===== src/rtl/cdc_hs_src.sv =====
// Source side of a 4-phase req/ack handshake carrying one DW-bit word into a
// slower clock domain; ack_i is synchronized locally, words offered while busy are counted.
module cdc_hs_src #(
  parameter int DW          = 8,
  parameter int SYNC_STAGES = 2,
  parameter int CW          = 8
) (
  input  logic          clk_i,
  input  logic          rst_i,
  input  logic          valid_i,
  input  logic [DW-1:0] data_i,
  output logic          ready_o,
  output logic          req_o,
  output logic [DW-1:0] data_o,
  input  logic          ack_i,
  output logic          done_o,
  output logic [CW-1:0] drop_cnt_o
);

  typedef enum logic [1:0] {
    IDLE    = 2'd0,
    REQ     = 2'd1,
    ACK_LOW = 2'd2
  } state_e;

  state_e                 state_q, state_d;
  logic                   req_q, req_d;
  logic [DW-1:0]          data_q, data_d;
  logic                   done_q, done_d;
  logic [CW-1:0]          drop_q, drop_d;
  logic [SYNC_STAGES-1:0] ack_sync_q;
  logic                   ack_s;

  always_ff @(posedge clk_i or posedge rst_i) begin
    if (rst_i) begin
      ack_sync_q <= '0;
    end else begin
      ack_sync_q <= {ack_sync_q[SYNC_STAGES-2:0], ack_i};
    end
  end

  assign ack_s = ack_sync_q[SYNC_STAGES-1];

  // Handshake: a word is taken on any edge where valid_i and ready_o are both 1;
  // valid_i while ready_o is 0 is discarded and counted as a drop.
  always_comb begin
    state_d = state_q;
    req_d   = req_q;
    data_d  = data_q;
    done_d  = 1'b0;
    drop_d  = drop_q;
    case (state_q)
      IDLE: begin
        if (valid_i) begin
          data_d  = data_i;
          req_d   = 1'b1;
          state_d = REQ;
        end
      end
      REQ: begin
        if (ack_s) begin
          req_d   = 1'b0;
          state_d = ACK_LOW;
        end
      end
      ACK_LOW: begin
        if (!ack_s) begin
          done_d  = 1'b1;
          state_d = IDLE;
        end
      end
      default: state_d = IDLE;
    endcase
    if (valid_i && (state_q != IDLE) && (drop_q != {CW{1'b1}})) begin
      drop_d = drop_q + CW'(1);
    end
  end

  always_ff @(posedge clk_i or posedge rst_i) begin
    if (rst_i) begin
      state_q <= IDLE;
      req_q   <= 1'b0;
      data_q  <= '0;
      done_q  <= 1'b0;
      drop_q  <= '0;
    end else begin
      state_q <= state_d;
      req_q   <= req_d;
      data_q  <= data_d;
      done_q  <= done_d;
      drop_q  <= drop_d;
    end
  end

  // done_q rises on the same edge that returns the FSM to IDLE, so it lines up with ready_o.
  assign ready_o    = (state_q == IDLE);
  assign req_o      = req_q;
  assign data_o     = data_q;
  assign done_o     = done_q;
  assign drop_cnt_o = drop_q;

endmodule


===== config.mk =====
export PLATFORM = sky130hd
export DESIGN_NAME = cdc_hs_src
export DESIGN_NICKNAME = d
export VERILOG_FILES = /design/src/rtl/cdc_hs_src.sv
export SDC_FILE = /design/constraint.sdc
export NUM_CORES = 1
export LEC_CHECK = 0
export BUFFER_PORTS_ARGS = -buffer_cell sky130_fd_sc_hd__buf_2
export CAP_MARGIN = 20
export CORE_ASPECT_RATIO = 0.9
export CORE_UTILIZATION = 52
export DETAILED_ROUTE_END_ITERATION = 10
export MAX_ROUTING_LAYER = met4
export PLACE_DENSITY = 0.9
export SETUP_SLACK_MARGIN = 0.05
export SLEW_MARGIN = 20
export SYNTH_ARGS = -nofsm -noshare
export SYNTH_HDL_FRONTEND = slang
export SYNTH_SLANG_ARGS = --single-unit

===== constraint.sdc =====
create_clock -name clk_i -period 2 [get_ports clk_i]
set_input_delay 0.4 -clock clk_i [delete_from_list [all_inputs] [get_ports clk_i]]
set_output_delay 0.4 -clock clk_i [all_outputs]
set_load 0.005 [all_outputs]

==> out/qor.csv <==
metric;value;unit
status;finished, final reports clean;
register bit total from synthesis;22;
average detailed-routed wire length per instance;13.11;um
largest family of logic cells by synthesized area;multiplexers;
cell area after synthesis;968.4;um^2
CORE AREA;1717;um^2
clock power share;14.5;%
Longest Clk Path Bufs;2;
area growth from synthesis to layout;20.80;%
part of the power in combinational logic;37.5;%
number of post-CTS setup repair buffers;0;
switching part of the total;33.65;%
worst-path fanout max;8;
share of the synthesized area in the top cell type;56.85;%
detailed router's first-iteration violation count;4;
DPL Wire Length;1.301;mm
setup repair after global routing missed its margin;no;
slew of the pin with the lowest slew margin;0.4932;ns
sequential element share of the synthesized area;56.85;%
Max Clock Freq;0.6539;GHz
worst relative slew slack;67.12;%
count of boundary I/O pins;31;
cts-stage hold buffer count;0;
DRT Pass-1 Iters;3;
Worst Path Class, Setup;flop to flop;
floorplan row count;14;
share of the synthesized area in compound gates (AO/OA/AOI/OAI);6.460;%
CTS tree;yes;
insertion delay of the later-clocked pin in the worst-skew pair;0.31;ns
Synth Area in XOR/XNOR;3.618;%
reported net switching power;566.0;uW
final max-slew violation count;0;
Post-Route Skew;0.007597;ns
sort of element at the end of the critical path;flop;
Sequential Power Share;48.0;%
Pwr Density;1438;nW/um^2
post-layout net count;121;
number of antenna violations at the first check in global routing;0;
RePlAce Congestion;0.7373;
path class of the lowest-slack min-delay path;input pin to async pin;
clock transition at the registers of the reported paths;0.12;ns
area fraction in and, or, nand and nor cells after synthesis;9.948;%
count of antenna-violating nets left after detailed routing;0;
global-route wire length before repair;2.718;mm
Total Negative Setup Slacks;0;ns
worst setup timing slack at the placement stage;0.4938;ns
combined area of the multi-input logic cells;380.4;um^2
Register Area;550.5;um^2
total placed instance area;1134;um^2
leak pwr;0.0005733;uW
maximum vdd drop;1005;uV
Required @ worst endpoint;2.20;ns
count of instances resized after the clock tree is built;0;
final critical delay including setup and external delays;1.529;ns
synthesized instance count;74;
internal power;1116;uW
via count;670;
fraction of layout cells with a size suffix above 1;44.86;%
final number of hold-violating endpoints;0;
number of global-route vias before repair;634;
initial cell density of the core;56.41;%
kind of launch point of the worst setup path;flop;
count of input and output buffers;30;
count of warnings emitted by yosys;0;
post-synthesis net count;87;
die height;42.94;um
distinct cell type count of the synthesized netlist;24;
CTS buffer count;3;
share of synthesized cell area in full adder, half adder and majority cells;1.292;%
Final Routed Wirelength;1.718;mm
arrival time at the worst endpoint;1.73;ns
combined global-route utilization of all metal layers;20.18;%
setup slack of the critical path after layout;0.4708;ns
number of filler instances in the final layout;145;
Final Cycle Share;76.46;%
total congestion overflow after global routing;0;
top cells by area in the synthesized netlist;sky130_fd_sc_hd__dfrtp_1 (57%), sky130_fd_sc_hd__mux2_4 (12%), sky130_fd_sc_hd__xnor2_1 (3.6%), sky130_fd_sc_hd__mux2_1 (3.5%), sky130_fd_sc_hd__buf_6 (2.3%);
Die Footprint;2039;um^2
finished layout cell area;1170;um^2
antenna fix cells;0;
H-tree depth;1;
average instance area after synthesis;13.09;um^2
Die Span X;47.49;um
root cell of the clock tree;sky130_fd_sc_hd__clkbuf_4;
setup-violating endpoint count in the final report;0;
max-cap violation count;0;
library cell occupying the most area in the post-synthesis netlist;sky130_fd_sc_hd__dfrtp_1;
share of cell area taken by muxes after synthesis;17.96;%
Post-route DRC;0;
per-cell via count in the routed design;5.115;
count of clock tree sinks;22;
largest net degree at the start of global routing;23;
worst-case register-to-register setup slack;0.47;ns
final total power;1682;uW
per-stage QoR:
step | hold WS (ns) | std cells | util [%]
6_report | 0.09497 | 131 | 68.15
5_1_grt | 0.1142 | 131 | 68.15
4_1_cts | 0.09022 | 131 | 68.15
3_5_place_dp | 0.3371 | 127 | 66.04
3_3_place_gp | 0.3326 | 127 | 66.04
2_1_floorplan | 0.3312 | 74 | -
worst paths after layout:
path                               start             to  depth (start not counted)
max in group asynchronous          rst_i      data_o[2]                          3
max reg2reg                   state_q[0]      data_o[2]                          3
max                           state_q[0]      data_o[2]                          3
min in group clk_i                 ack_i  ack_sync_q[0]                          1
min reg2reg                ack_sync_q[0]  ack_sync_q[1]                          0
min                                rst_i  drop_cnt_o[5]                          3
layout make-up:
class | count | share of cell area (%)
Clock buffer | 4 | 3.102
Inverter | 4 | 1.283
Multi-Input combinational cell | 46 | 32.51
Sequential cell | 22 | 47.06
Tap cell | 24 | 2.567
Timing Repair Buffer | 31 | 13.48
state kept, by name (all words and copies together) (netlist names):
register / cells
drop_cnt_o: 8
done_o: 1
state_q: 2
req_o: 1
data_o: 8
ack_sync_q: 2
layout by cell type, fill, tap and decap left out:
cell type                  netlist  layout
sky130_fd_sc_hd__a211oi_1        1       1
sky130_fd_sc_hd__a21oi_1         2       2
sky130_fd_sc_hd__and4_1          1       1
sky130_fd_sc_hd__nand2_1         5       5
sky130_fd_sc_hd__o21bai_1        1       1
sky130_fd_sc_hd__and2_1          1       1
sky130_fd_sc_hd__o21ai_0         3       3
sky130_fd_sc_hd__mux2_1          3       3
sky130_fd_sc_hd__nor2_2          1       1
sky130_fd_sc_hd__nor3_1          2       2
sky130_fd_sc_hd__nor2_1          5       5
sky130_fd_sc_hd__inv_1           4       4
sky130_fd_sc_hd__buf_4           0       1
sky130_fd_sc_hd__xnor2_1         4       4
sky130_fd_sc_hd__clkbuf_8        0       1
sky130_fd_sc_hd__nor3_2          1       1
sky130_fd_sc_hd__o21ai_1         1       1
sky130_fd_sc_hd__mux2i_1         2       2
sky130_fd_sc_hd__o21a_2          1       1
sky130_fd_sc_hd__clkbuf_4        0       3
sky130_fd_sc_hd__o21ai_2         1       1
sky130_fd_sc_hd__mux2_4          8       8
sky130_fd_sc_hd__nand4_2         1       1
sky130_fd_sc_hd__ha_1            1       1
sky130_fd_sc_hd__dfrtp_1        22      22
sky130_fd_sc_hd__buf_2           0      30
sky130_fd_sc_hd__nand3_1         1       1
power groups by stage:
stage	sequential [uW]	clock, uW	combinational (uW)
6_report	807	243	632
5_1_grt	839	272	715
4_1_cts	808	253	641
3_5_place_dp	816	0	640
3_3_place_gp	798	0	611
2_1_floorplan	789	0	437
cell usage after synthesis:
cell type and number:
sky130_fd_sc_hd__a211oi_1 1, sky130_fd_sc_hd__a21oi_1 2, sky130_fd_sc_hd__and2_1 1, sky130_fd_sc_hd__and4_1 1, sky130_fd_sc_hd__buf_6 2, sky130_fd_sc_hd__dfrtp_1 22, sky130_fd_sc_hd__ha_1 1, sky130_fd_sc_hd__inv_1 4
sky130_fd_sc_hd__mux2_1 3, sky130_fd_sc_hd__mux2_4 8, sky130_fd_sc_hd__mux2i_1 2, sky130_fd_sc_hd__nand2_1 5, sky130_fd_sc_hd__nand3_1 1, sky130_fd_sc_hd__nand4_2 1, sky130_fd_sc_hd__nor2_1 5, sky130_fd_sc_hd__nor2_2 1
sky130_fd_sc_hd__nor3_1 2, sky130_fd_sc_hd__nor3_2 1, sky130_fd_sc_hd__o21a_2 1, sky130_fd_sc_hd__o21ai_0 3, sky130_fd_sc_hd__o21ai_1 1, sky130_fd_sc_hd__o21ai_2 1, sky130_fd_sc_hd__o21bai_1 1, sky130_fd_sc_hd__xnor2_1 4
critical path: stages (launching register included):
cell and delay, ns:
sky130_fd_sc_hd__dfrtp_1 0.48, sky130_fd_sc_hd__nor2_2 0.14, sky130_fd_sc_hd__and2_1 0.44, sky130_fd_sc_hd__mux2_4 0.35
cell families (layout without fill, tap and decap cells):
| group | count (synthesis) | after routing |
|---|---|---|
| xor gates and xnor gates | 4 | 4 |
| and+or+nand+nor | 18 | 18 |
| DFF | 22 | 22 |
| adders and majority gates | 1 | 1 |
| muxes | 13 | 13 |
| buffers and inverters | 6 | 39 |
| AOI/OAI and AO/OA | 10 | 10 |
per-layer routing:
metal | track usage, % | vias up | share of wire (%)
li1 | - | 318 | -
met1 | 22.50 | 325 | 43
met2 | 33.70 | 25 | 49
met3 | 6.809 | 2 | 6.4
met4 | 5.143 | 0 | 0.81
met5 | - | - | 0
Power figures use the tool's default switching activity.
